### src/rtl/seq_det_pkg.sv
// seq_det_pkg: state encodings, default sizes and the length field width for the sequence detector
package seq_det_pkg;
    typedef enum logic [1:0] {
        IDLE = 2'b00,
        RUN  = 2'b01,
        DONE = 2'b10
    } state_e;
    localparam int MAXLEN_DEF = 8;
    localparam int CNT_W_DEF  = 8;
    localparam int LEN_W      = 5;
endpackage

### src/rtl/seq_match_core.sv
// seq_match_core: history shift register, fill counter and masked pattern comparator
module seq_match_core
    import seq_det_pkg::*;
#(
    parameter int MAXLEN = MAXLEN_DEF
) (
    input  logic              clk_i,
    input  logic              rst_ni,
    input  logic              shift_en_i,
    input  logic              clr_i,
    input  logic              in_bit_i,
    input  logic [MAXLEN-1:0] pattern_i,
    input  logic [LEN_W-1:0]  len_i,
    input  logic              overlap_i,
    output logic              hit_o
);
    localparam logic [LEN_W-1:0] FILL_MAX = LEN_W'(MAXLEN);
    // only MAXLEN-1 old bits are ever needed: the compare looks at the word including the incoming bit
    logic [MAXLEN-2:0] hist_q;
    logic [MAXLEN-1:0] hist_d, mask;
    logic [LEN_W-1:0]  fill_q;
    logic              full;
    // incoming history word and the mask selecting its low len bits
    always_comb begin
        hist_d = {hist_q, in_bit_i};
        for (int i = 0; i < MAXLEN; i++) mask[i] = i < int'(len_i);
    end
    assign full  = ({1'b0, fill_q} + 1'b1) >= {1'b0, len_i};
    assign hit_o = shift_en_i && full && (((hist_d ^ pattern_i) & mask) == '0);
    // shift on every accepted bit; a non-overlapping hit restarts the fill
    always_ff @(posedge clk_i or negedge rst_ni) begin
        if (!rst_ni) begin
            hist_q <= '0;
            fill_q <= '0;
        end else if (clr_i) begin
            hist_q <= '0;
            fill_q <= '0;
        end else if (shift_en_i) begin
            hist_q <= hist_d[MAXLEN-2:0];
            fill_q <= (hit_o && !overlap_i) ? '0 : (fill_q == FILL_MAX) ? fill_q : fill_q + 1'b1;
        end
    end
endmodule

### src/rtl/seq_det_ctrl.sv
// seq_det_ctrl: run controller for programmable sequence detection; SEQ_DET_TIMEOUT_EN adds an idle timeout
module seq_det_ctrl
    import seq_det_pkg::*;
#(
    parameter int MAXLEN      = MAXLEN_DEF,
    parameter int CNT_W       = CNT_W_DEF,
    parameter int TIMEOUT_CYC = 64
) (
    input  logic              clk_i,
    input  logic              rst_ni,
    input  logic              cfg_we_i,
    input  logic [MAXLEN-1:0] cfg_pattern_i,
    input  logic [LEN_W-1:0]  cfg_len_i,
    input  logic              cfg_overlap_i,
    input  logic [CNT_W-1:0]  cfg_thresh_i,
    input  logic              start_i,
    input  logic              stop_i,
    input  logic              in_valid_i,
    input  logic              in_bit_i,
    output logic              busy_o,
    output logic              match_o,
    output logic [CNT_W-1:0]  match_cnt_o,
    output logic              done_o,
    output logic              cfg_err_o,
    output logic              timeout_o
);
    if (MAXLEN < 2 || MAXLEN > 16 || CNT_W < 1 || TIMEOUT_CYC < 1) begin : g_bad_param
        $error("seq_det_ctrl: parameter out of range");
    end
    state_e            state_q;
    logic [MAXLEN-1:0] pattern_q;
    logic [LEN_W-1:0]  len_q;
    logic              overlap_q;
    logic [CNT_W-1:0]  thresh_q, cnt_q, cnt_d;
    logic              match_q, done_q, cfg_err_q;
    logic              run, shift_en, clr, hit, len_ok, expire;
    assign run      = state_q == RUN;
    assign shift_en = run && in_valid_i && !stop_i;
    assign clr      = start_i && !stop_i && !run;
    assign cnt_d    = &cnt_q ? cnt_q : cnt_q + 1'b1;
    assign len_ok   = cfg_len_i != '0 && cfg_len_i <= LEN_W'(MAXLEN);
    seq_match_core #(.MAXLEN(MAXLEN)) u_core (
        .clk_i     (clk_i),
        .rst_ni    (rst_ni),
        .shift_en_i(shift_en),
        .clr_i     (clr),
        .in_bit_i  (in_bit_i),
        .pattern_i (pattern_q),
        .len_i     (len_q),
        .overlap_i (overlap_q),
        .hit_o     (hit)
    );
`ifdef SEQ_DET_TIMEOUT_EN
    localparam int IW = $clog2(TIMEOUT_CYC + 1);
    logic [IW-1:0] idle_q;
    logic          timeout_q;
    assign expire    = run && !stop_i && !in_valid_i && idle_q == IW'(TIMEOUT_CYC - 1);
    assign timeout_o = timeout_q;
    // count consecutive idle cycles in RUN; the flag stays until the next start
    always_ff @(posedge clk_i or negedge rst_ni) begin
        if (!rst_ni) begin
            idle_q    <= '0;
            timeout_q <= 1'b0;
        end else if (clr) begin
            idle_q    <= '0;
            timeout_q <= 1'b0;
        end else if (expire) begin
            idle_q    <= '0;
            timeout_q <= 1'b1;
        end else begin
            idle_q <= (run && !in_valid_i) ? idle_q + 1'b1 : '0;
        end
    end
`else
    assign expire    = 1'b0;
    assign timeout_o = 1'b0;
`endif
    // run FSM with configuration, match counter, threshold and registered status outputs
    always_ff @(posedge clk_i or negedge rst_ni) begin
        if (!rst_ni) begin
            state_q   <= IDLE;
            pattern_q <= '0;
            len_q     <= LEN_W'(1);
            overlap_q <= 1'b1;
            thresh_q  <= '0;
            cnt_q     <= '0;
            match_q   <= 1'b0;
            done_q    <= 1'b0;
            cfg_err_q <= 1'b0;
        end else begin
            match_q <= 1'b0;
            if (cfg_we_i && !run) begin
                if (len_ok) begin
                    pattern_q <= cfg_pattern_i;
                    len_q     <= cfg_len_i;
                    overlap_q <= cfg_overlap_i;
                    thresh_q  <= cfg_thresh_i;
                end
                cfg_err_q <= !len_ok;
            end
            if (stop_i) begin
                state_q <= IDLE;
                done_q  <= 1'b0;
            end else if (clr) begin
                state_q <= RUN;
                cnt_q   <= '0;
                done_q  <= 1'b0;
            end else if (expire) begin
                state_q <= IDLE;
            end else if (hit) begin
                match_q <= 1'b1;
                cnt_q   <= cnt_d;
                if (thresh_q != '0 && cnt_d == thresh_q) begin
                    state_q <= DONE;
                    done_q  <= 1'b1;
                end
            end
        end
    end
    assign busy_o      = run;
    assign match_o     = match_q;
    assign match_cnt_o = cnt_q;
    assign done_o      = done_q;
    assign cfg_err_o   = cfg_err_q;
endmodule

### config.mk
export PLATFORM = sky130hd
export DESIGN_NAME = seq_det_ctrl
export DESIGN_NICKNAME = d
export VERILOG_FILES = /design/src/rtl/seq_det_pkg.sv /design/src/rtl/seq_match_core.sv /design/src/rtl/seq_det_ctrl.sv
export SDC_FILE = /design/constraint.sdc
export NUM_CORES = 1
export LEC_CHECK = 0
export ABC_CLOCK_PERIOD_IN_PS = 2600
export CAP_MARGIN = 20
export CORE_MARGIN = 5
export CORE_UTILIZATION = 49
export CTS_BUF_LIST = sky130_fd_sc_hd__clkbuf_4 sky130_fd_sc_hd__clkbuf_8 sky130_fd_sc_hd__clkbuf_16
export DETAILED_ROUTE_END_ITERATION = 10
export GPL_TIMING_DRIVEN = 0
export PLACE_DENSITY = 0.81
export RECOVER_POWER = 50
export REMOVE_ABC_BUFFERS = 1
export SYNTH_ARGS = -nofsm -noshare
export SYNTH_HDL_FRONTEND = slang
export SYNTH_SLANG_ARGS = --single-unit
### constraint.sdc
create_clock -name clk_i -period 2.6 [get_ports clk_i]
set_clock_uncertainty 0.05 [all_clocks]
set_input_delay 0.52 -clock clk_i [delete_from_list [all_inputs] [get_ports clk_i]]
set_output_delay 0.52 -clock clk_i [all_outputs]
set_load 0.03 [all_outputs]
==> results of run 1 <==
## per-layer routing
layer  part of all wire  vias to the layer above  wire length, um  global-route usage
met4              0.016                        0              103              0.0556
met2               0.48                       82             3150               0.297
met3              0.066                       10              429              0.0365
met5                  0                        -                0                   0
li1                   -                     1174                -                   -
met1               0.44                     1143             2860               0.245
## flip-flops by register name, indices dropped and copies added (netlist names)
name,cells
thresh_q,8
u_core.hist_q,7
len_q,5
u_core.fill_q,5
match_cnt_o,8
state_q,2
pattern_q,8
cfg_err_o,1
match_o,1
overlap_q,1
## area by class of cell
type                    instances  area share
multi-input cells             229       0.429
flip-flops and latches         46       0.332
repair buffers                 69       0.172
clock buffers                   7      0.0256
well taps                      70      0.0249
inverters                      13      0.0146
clock inverters                 1     0.00142
## kinds of logic (layout without fill, tap and decap cells)
| kind of cell | count (synthesis) | in the layout | share of synthesized area |
|---|---|---|---|
| AO/OA/AOI/OAI | 48 | 48 | 0.126 |
| buffers and inverters | 27 | 90 | 0.0433 |
| flip-flops | 46 | 46 | 0.434 |
| XOR/XNOR | 17 | 17 | 0.0560 |
| AND/OR/NAND/NOR | 144 | 144 | 0.261 |
| adder cells (fa/ha/maj) | 8 | 8 | 0.0376 |
| other | 1 | 1 | 0.00141 |
| multiplexers | 11 | 11 | 0.0414 |
## cell usage in the layout, fill, tap and decap left out, types with 2 or more instances in the layout
cell / count
nand3_1: 8
ha_1: 5
nand4_1: 2
a21oi_1: 8
and2_1: 4
dfstp_2: 2
inv_1: 11
clkbuf_8: 6
a311oi_1: 2
a211oi_1: 3
dfrtp_1: 34
nor4_1: 4
clkdlybuf4s50_1: 37
dfrtp_2: 10
o211ai_1: 2
a211o_1: 2
o21ai_0: 6
xor2_1: 2
nor3b_2: 2
clkbuf_1: 3
or4_1: 3
nand2_1: 71
nor3_1: 9
nor3b_1: 2
and4_4: 2
o21ai_1: 6
ha_4: 3
buf_4: 25
nand3b_1: 2
nor2_1: 24
xnor2_1: 14
o22ai_1: 2
mux2i_1: 11
## Yosys cell counts (all sizes together) (2+ instances only)
master	instances	area, um^2
nand2	71	267
dfrtp	44	1100
nor2	24	90.1
xnor2	15	131
inv	13	48.8
o21ai	13	65.1
mux2i	11	110
buf	10	50.1
nor3	10	50.1
nand3	9	57.6
a21oi	8	40.0
ha	8	100
nor4	5	31.3
a211oi	4	30.0
and2	4	25.0
clkbuf	4	16.3
nor3b	4	35.0
or4	4	30.0
a311oi	3	26.3
a211o	2	17.5
and3	2	13.8
and4	2	18.8
dfstp	2	52.6
nand3b	2	15.0
nand4	2	12.5
o211ai	2	15.0
o22ai	2	12.5
xor2	2	17.5
## report_power, final
| group | switching, mW | internal [mW] |
|---|---|---|
| clock network | 0.234 | 0.225 |
| registers | 0.125 | 0.832 |
| logic | 0.367 | 0.390 |
| total | 0.727 | 1.45 |
## stage by stage
stage / setup WS [ps] / instance area [um^2]
3_3_place_gp: -2800 / 3080
4_1_cts: -11.6 / 3380
5_1_grt: -82.3 / 3510
6_report: 13.6 / 3510
2_1_floorplan: -1330 / 2590
3_5_place_dp: -963 / 3130
## timing repair
action                                  CTS  global route
endpoints found under the setup margin   38            12
gates resized for setup                  21            14
buffers inserted                         13            12
pin swaps                                 5             7
## worst paths after layout
path | from | slack, ps | end | cells past startpoint
setup / recovery | match_cnt_o[0] | 10 | state_q[1] | 7
hold / removal | rst_ni | 140 | match_o | 1
setup reg to reg | match_cnt_o[0] | 10 | state_q[1] | 7
hold reg to reg | overlap_q | 430 | overlap_q | 2
max in group asynchronous | rst_ni | 1050 | match_cnt_o[5] | 2
min in group clk_i | overlap_q | 430 | overlap_q | 2
==> run_results.csv, run 1 <==
group,metric,value,unit
outcome,status,"finished clean",
sta,worst_slew_pin_slew,870,ps
detailed_routing,vias_per_cell,5.54,
sta,fin_crit,2590,ps
setup_path,critical_path_class,"register to register",
place,place_congestion,0.873,
synth,synth_area,2660,um^2
finish,regArea,1170,um^2
place,portBuffers,40,
setup_path,cp.required,2770,ps
finish,final_util,0.675,
global_routing,first_global_vias,2249,
setup_path,endpoint_kind,"register",
sta,slew_violations,0,
setup_path,crit_chain,"ha_4 > and3_4 > and4_4 > or4_4 > a221o_1 > or4b_4 > a221oi_2",
detailed_routing,drt_first_pass_iters,4,
sta,post-route-period-util,0.995,
synth,syn_inst,302,
synth,syn_area_per_cell,8.81,um^2
clock_network,htreeDepth,2,
clock_network,worstSkewPairLatency,300,ps
sta,relSlewSlack,0.420,
detailed_routing,vias,2409,
sta,setup_tns,0,ps
die,dieArea,7000,um^2
finish,multi_input_area,1510,um^2
setup_path,start_kind,"register",
clock_network,cts_tree,"built",
clock_network,root_buffer,"clkbuf_8",
synth,synth_edf_count,0,
finish,fin_cells,435,
finish,area_growth,32.1,%
detailed_routing,drtAntennaViolNets,0,
clock_network,clock_path_buffers,2,
sta,max_freq,0.387,GHz
die,coreArea,5200,um^2
clock_network,clkTransAtPathRegs,80,ps
global_routing,overflow,0,
clock_network,cts_buffers,5,
place,post-place-cells,402,
finish,drive_gt1_frac,0.189,
die,die_y,83.7,um
detailed_routing,wl_per_cell,15.0,um
die,num_io_pins,42,
detailed_routing,drc,0,
setup_path,cp_slowest_stage_delay,500,ps
sta,rsz0062_at_grt,"yes",
synth,synth_ff_type,"dfrtp_1",
global_routing,antenna_found_initial,0,
synth,synth.distinct_cells,57,
synth,yosysSeqAreaShare,0.434,
sta,hold_viol_final,0,
finish,nFillCells,430,
setup_path,critical_path_peak_fanout,6,
global_routing,grt_use_total,0.183,
pwr,p_leak,1.51,nW
die,start_util,0.511,
pwr,ir_worst_vdd,0.000312,V
setup_path,arrival,2750,ps
die,num_rows,26,
synth,synth-async-reset-ratio,1.00,
synth,synth.ff_latch_count,46,
clock_network,clock-sinks,46,
die,die_w,83.7,um
pwr,finalPower,2.17,mW
setup_path,critPathTopFamily,"simple AND/OR/NAND/NOR gates",
detailed_routing,routed_wl,6.54,mm
pwr,power_density,619,nW/um^2
place,hpwlAfterDp,4.32,mm
hold_path,holdCritPathClass,"input pin to asynchronous set/reset pin",
setup_path,crit_path_top_delay_cell,"or4b_4",
clock_network,postCtsHoldBufs,0,
finish,nets,401,
synth,yosys_warnings,0,
finish,antennaDiodeCount,0,
setup_path,critPathBufInv,0,
run,maxCapViolCount,0,
sta,hold_ws,144,ps
global_routing,grt_max_degree,37,
sta,finalSetupViolCount,0,
detailed_routing,drt_iter0_drc,215,
global_routing,grt_pass1_wl,10.5,mm
No activity file was read; power rests on OpenSTA's default activity.
==> run 2, diff against run 1 <==
--- a/config.mk
+++ b/config.mk
@@ -7,13 +7,14 @@
 export LEC_CHECK = 0
 export ABC_CLOCK_PERIOD_IN_PS = 2600
 export CAP_MARGIN = 20
+export CORE_ASPECT_RATIO = 0.6
 export CORE_MARGIN = 5
 export CORE_UTILIZATION = 49
 export CTS_BUF_LIST = sky130_fd_sc_hd__clkbuf_4 sky130_fd_sc_hd__clkbuf_8 sky130_fd_sc_hd__clkbuf_16
 export DETAILED_ROUTE_END_ITERATION = 10
 export GPL_TIMING_DRIVEN = 0
 export PLACE_DENSITY = 0.81
-export RECOVER_POWER = 50
+export RECOVER_POWER = 100
 export REMOVE_ABC_BUFFERS = 1
 export SYNTH_ARGS = -nofsm -noshare
 export SYNTH_HDL_FRONTEND = slang
==> run 2 against run 1 <==
Against the previous run: setup slack got worse by 53 ps; wire length rose by 5.2%; the flow now finishes with violations (setup timing); clock-buffer cell count fell by 1; highest routed layer unchanged; core utilization fell by 1.6 points.
==> run_results.csv, run 2 (same netlist as run 1, synthesis figures left out) <==
group,metric,value,unit
outcome,status,"finished, violations left",
outcome,violations,"setup timing",
setup_path,r2r_start,"match_cnt_o[0]",
run,maxCapViolCount,0,
pwr,ir_worst_vdd,0.000308,V
global_routing,grt_max_degree,28,
setup_path,critical_path_class,"register to register",
die,start_util,0.516,
finish,antennaDiodeCount,0,
setup_path,rr_worst_depth,7,
pwr,p_leak,1.48,nW
sta,fin_crit,2640,ps
sta,hold_ws,379,ps
sta,slew_violations,0,
setup_path,r2r_setup_slack,-40,ps
setup_path,endpoint_kind,"register",
finish,nets,391,
die,coreArea,5150,um^2
die,die_y,67.1,um
setup_path,start_kind,"register",
global_routing,first_global_vias,2344,
global_routing,grt_pass1_wl,11.5,mm
detailed_routing,drt_iter0_drc,197,
pwr,internal-power,1.36,mW
finish,final_common_cell,"nand2_1",
sta,finalSetupViolCount,2,
clock_network,cts_tree,"built",
pwr,p_comb_frac,0.306,
pwr,pwr-share-seq,0.465,
clock_network,clkTransAtPathRegs,90,ps
clock_network,htreeDepth,2,
detailed_routing,vias_per_cell,5.80,
sta,relSlewSlack,0.206,
clock_network,clock_path_buffers,2,
finish,drive_gt1_frac,0.141,
detailed_routing,drc,0,
die,dieArea,7050,um^2
finish,area_growth,27.7,%
finish,final_util,0.659,
pwr,switching_power,0.720,mW
hold_path,holdCritPathClass,"input pin to asynchronous set/reset pin",
pwr,finalPower,2.08,mW
place,postPlaceCellArea,3130,um^2
sta,max_freq,0.379,GHz
detailed_routing,drtAntennaViolNets,0,
place,hpwlAfterDp,4.88,mm
finish,nFillCells,442,
pwr,p_clk_frac,0.229,
sta,hold_viol_final,0,
die,die_w,105,um
finish,layout_common_cells,"nand2_1 (71), dfrtp_1 (36), nor2_1 (24), clkdlybuf4s50_1 (24), xnor2_1 (15)",
detailed_routing,vias,2440,
detailed_routing,wl_per_cell,16.3,um
setup_path,r2r-end,"state_q[1]",
sta,worst_slew_pin_slew,1190,ps
global_routing,grt_use_total,0.206,
detailed_routing,drt_first_pass_iters,4,
setup_path,cp-startpoint,"match_cnt_o[0]",
clock_network,clock-sinks,46,
sta,rsz0062_at_grt,"yes",
global_routing,antenna_found_initial,0,
clock_network,root_buffer,"clkbuf_8",
setup_path,cp.required,2770,ps
place,place_congestion,0.946,
global_routing,overflow,0,
setup_path,critical_path_peak_fanout,6,
place,portBuffers,40,
pwr,switching_share,0.347,
sta,post-route-period-util,1.02,
clock_network,postCtsHoldBufs,0,
setup_path,arrival,2810,ps
die,num_io_pins,42,
die,num_rows,20,
finish,final_area,3400,um^2
pwr,power_density,612,nW/um^2
detailed_routing,routed_wl,6.88,mm
sta,fin_ws,-39.1,ps
clock_network,worstSkewPairLatency,310,ps
clock_network,cts_buffers,5,
==> run 2: power groups by stage <==
stage                     sequential [mW]  combinational (mW)  clock [mW]
final                               0.965               0.635       0.477
after global routing                0.976               0.722       0.522
after CTS                           0.957               0.630       0.477
after detailed placement            0.969               0.556           0
after global placement              0.961               0.525           0
after floorplan                     0.939               0.384           0
==> run 2: layer usage <==
metal  wire length (um)  up-vias  GRT usage
met1               3200     1161      0.299
met5                  0        -          0
met4                 96        0     0.0766
met3                707       13     0.0649
li1                   -     1157          -
met2               2880      109      0.284
==> run 2: critical path: stages, from the launching register on <==
cell and delay, ps:
dfrtp_2 440, ha_4 190, and3_4 160, and4_4 190, or4_1 460, a221o_1 340, or4b_4 500, a221oi_2 220
==> run 2: final cells by class <==
cell class	count	area, um^2	share of cell area
Multi-Input combinational cell	229	1470	0.433
Tap cell	66	82.6	0.0243
Clock buffer	6	82.6	0.0243
Clock inverter	2	12.5	0.00368
Timing Repair Buffer	59	536	0.158
Inverter	13	48.8	0.0144
Sequential cell	46	1160	0.343
==> run 2: through the flow <==
stage          TNS [ps]  std cells  worst slack, ps
5_1_grt            -248        421             -140
6_report          -62.6        421            -39.1
4_1_cts           -83.5        416            -47.6
3_3_place_gp     -63780        394            -2710
2_1_floorplan    -13620        288            -1330
3_5_place_dp     -23020        398            -1340
==> run 2: how the worst max path moves through the flow <==
stage / end / cells after the start / slack (ps)
final: state_q[1] / 7 / -40
after global routing: state_q[1] / 9 / -140
after CTS: state_q[1] / 7 / -50
after detailed placement: state_q[1] / 9 / -1340
after global placement: state_q[1] / 7 / -2710
after floorplan: state_q[1] / 6 / -1330
==> run 2: repair_timing <==
| item | 4_1_cts | 5_1_grt |
|---|---|---|
| hold endpoints to repair | 0 | 0 |
| endpoints found under the setup margin | 39 | 31 |
| resized for setup | 24 | 8 |
| setup buffers | 10 | 5 |
| pin swaps | 4 | 5 |
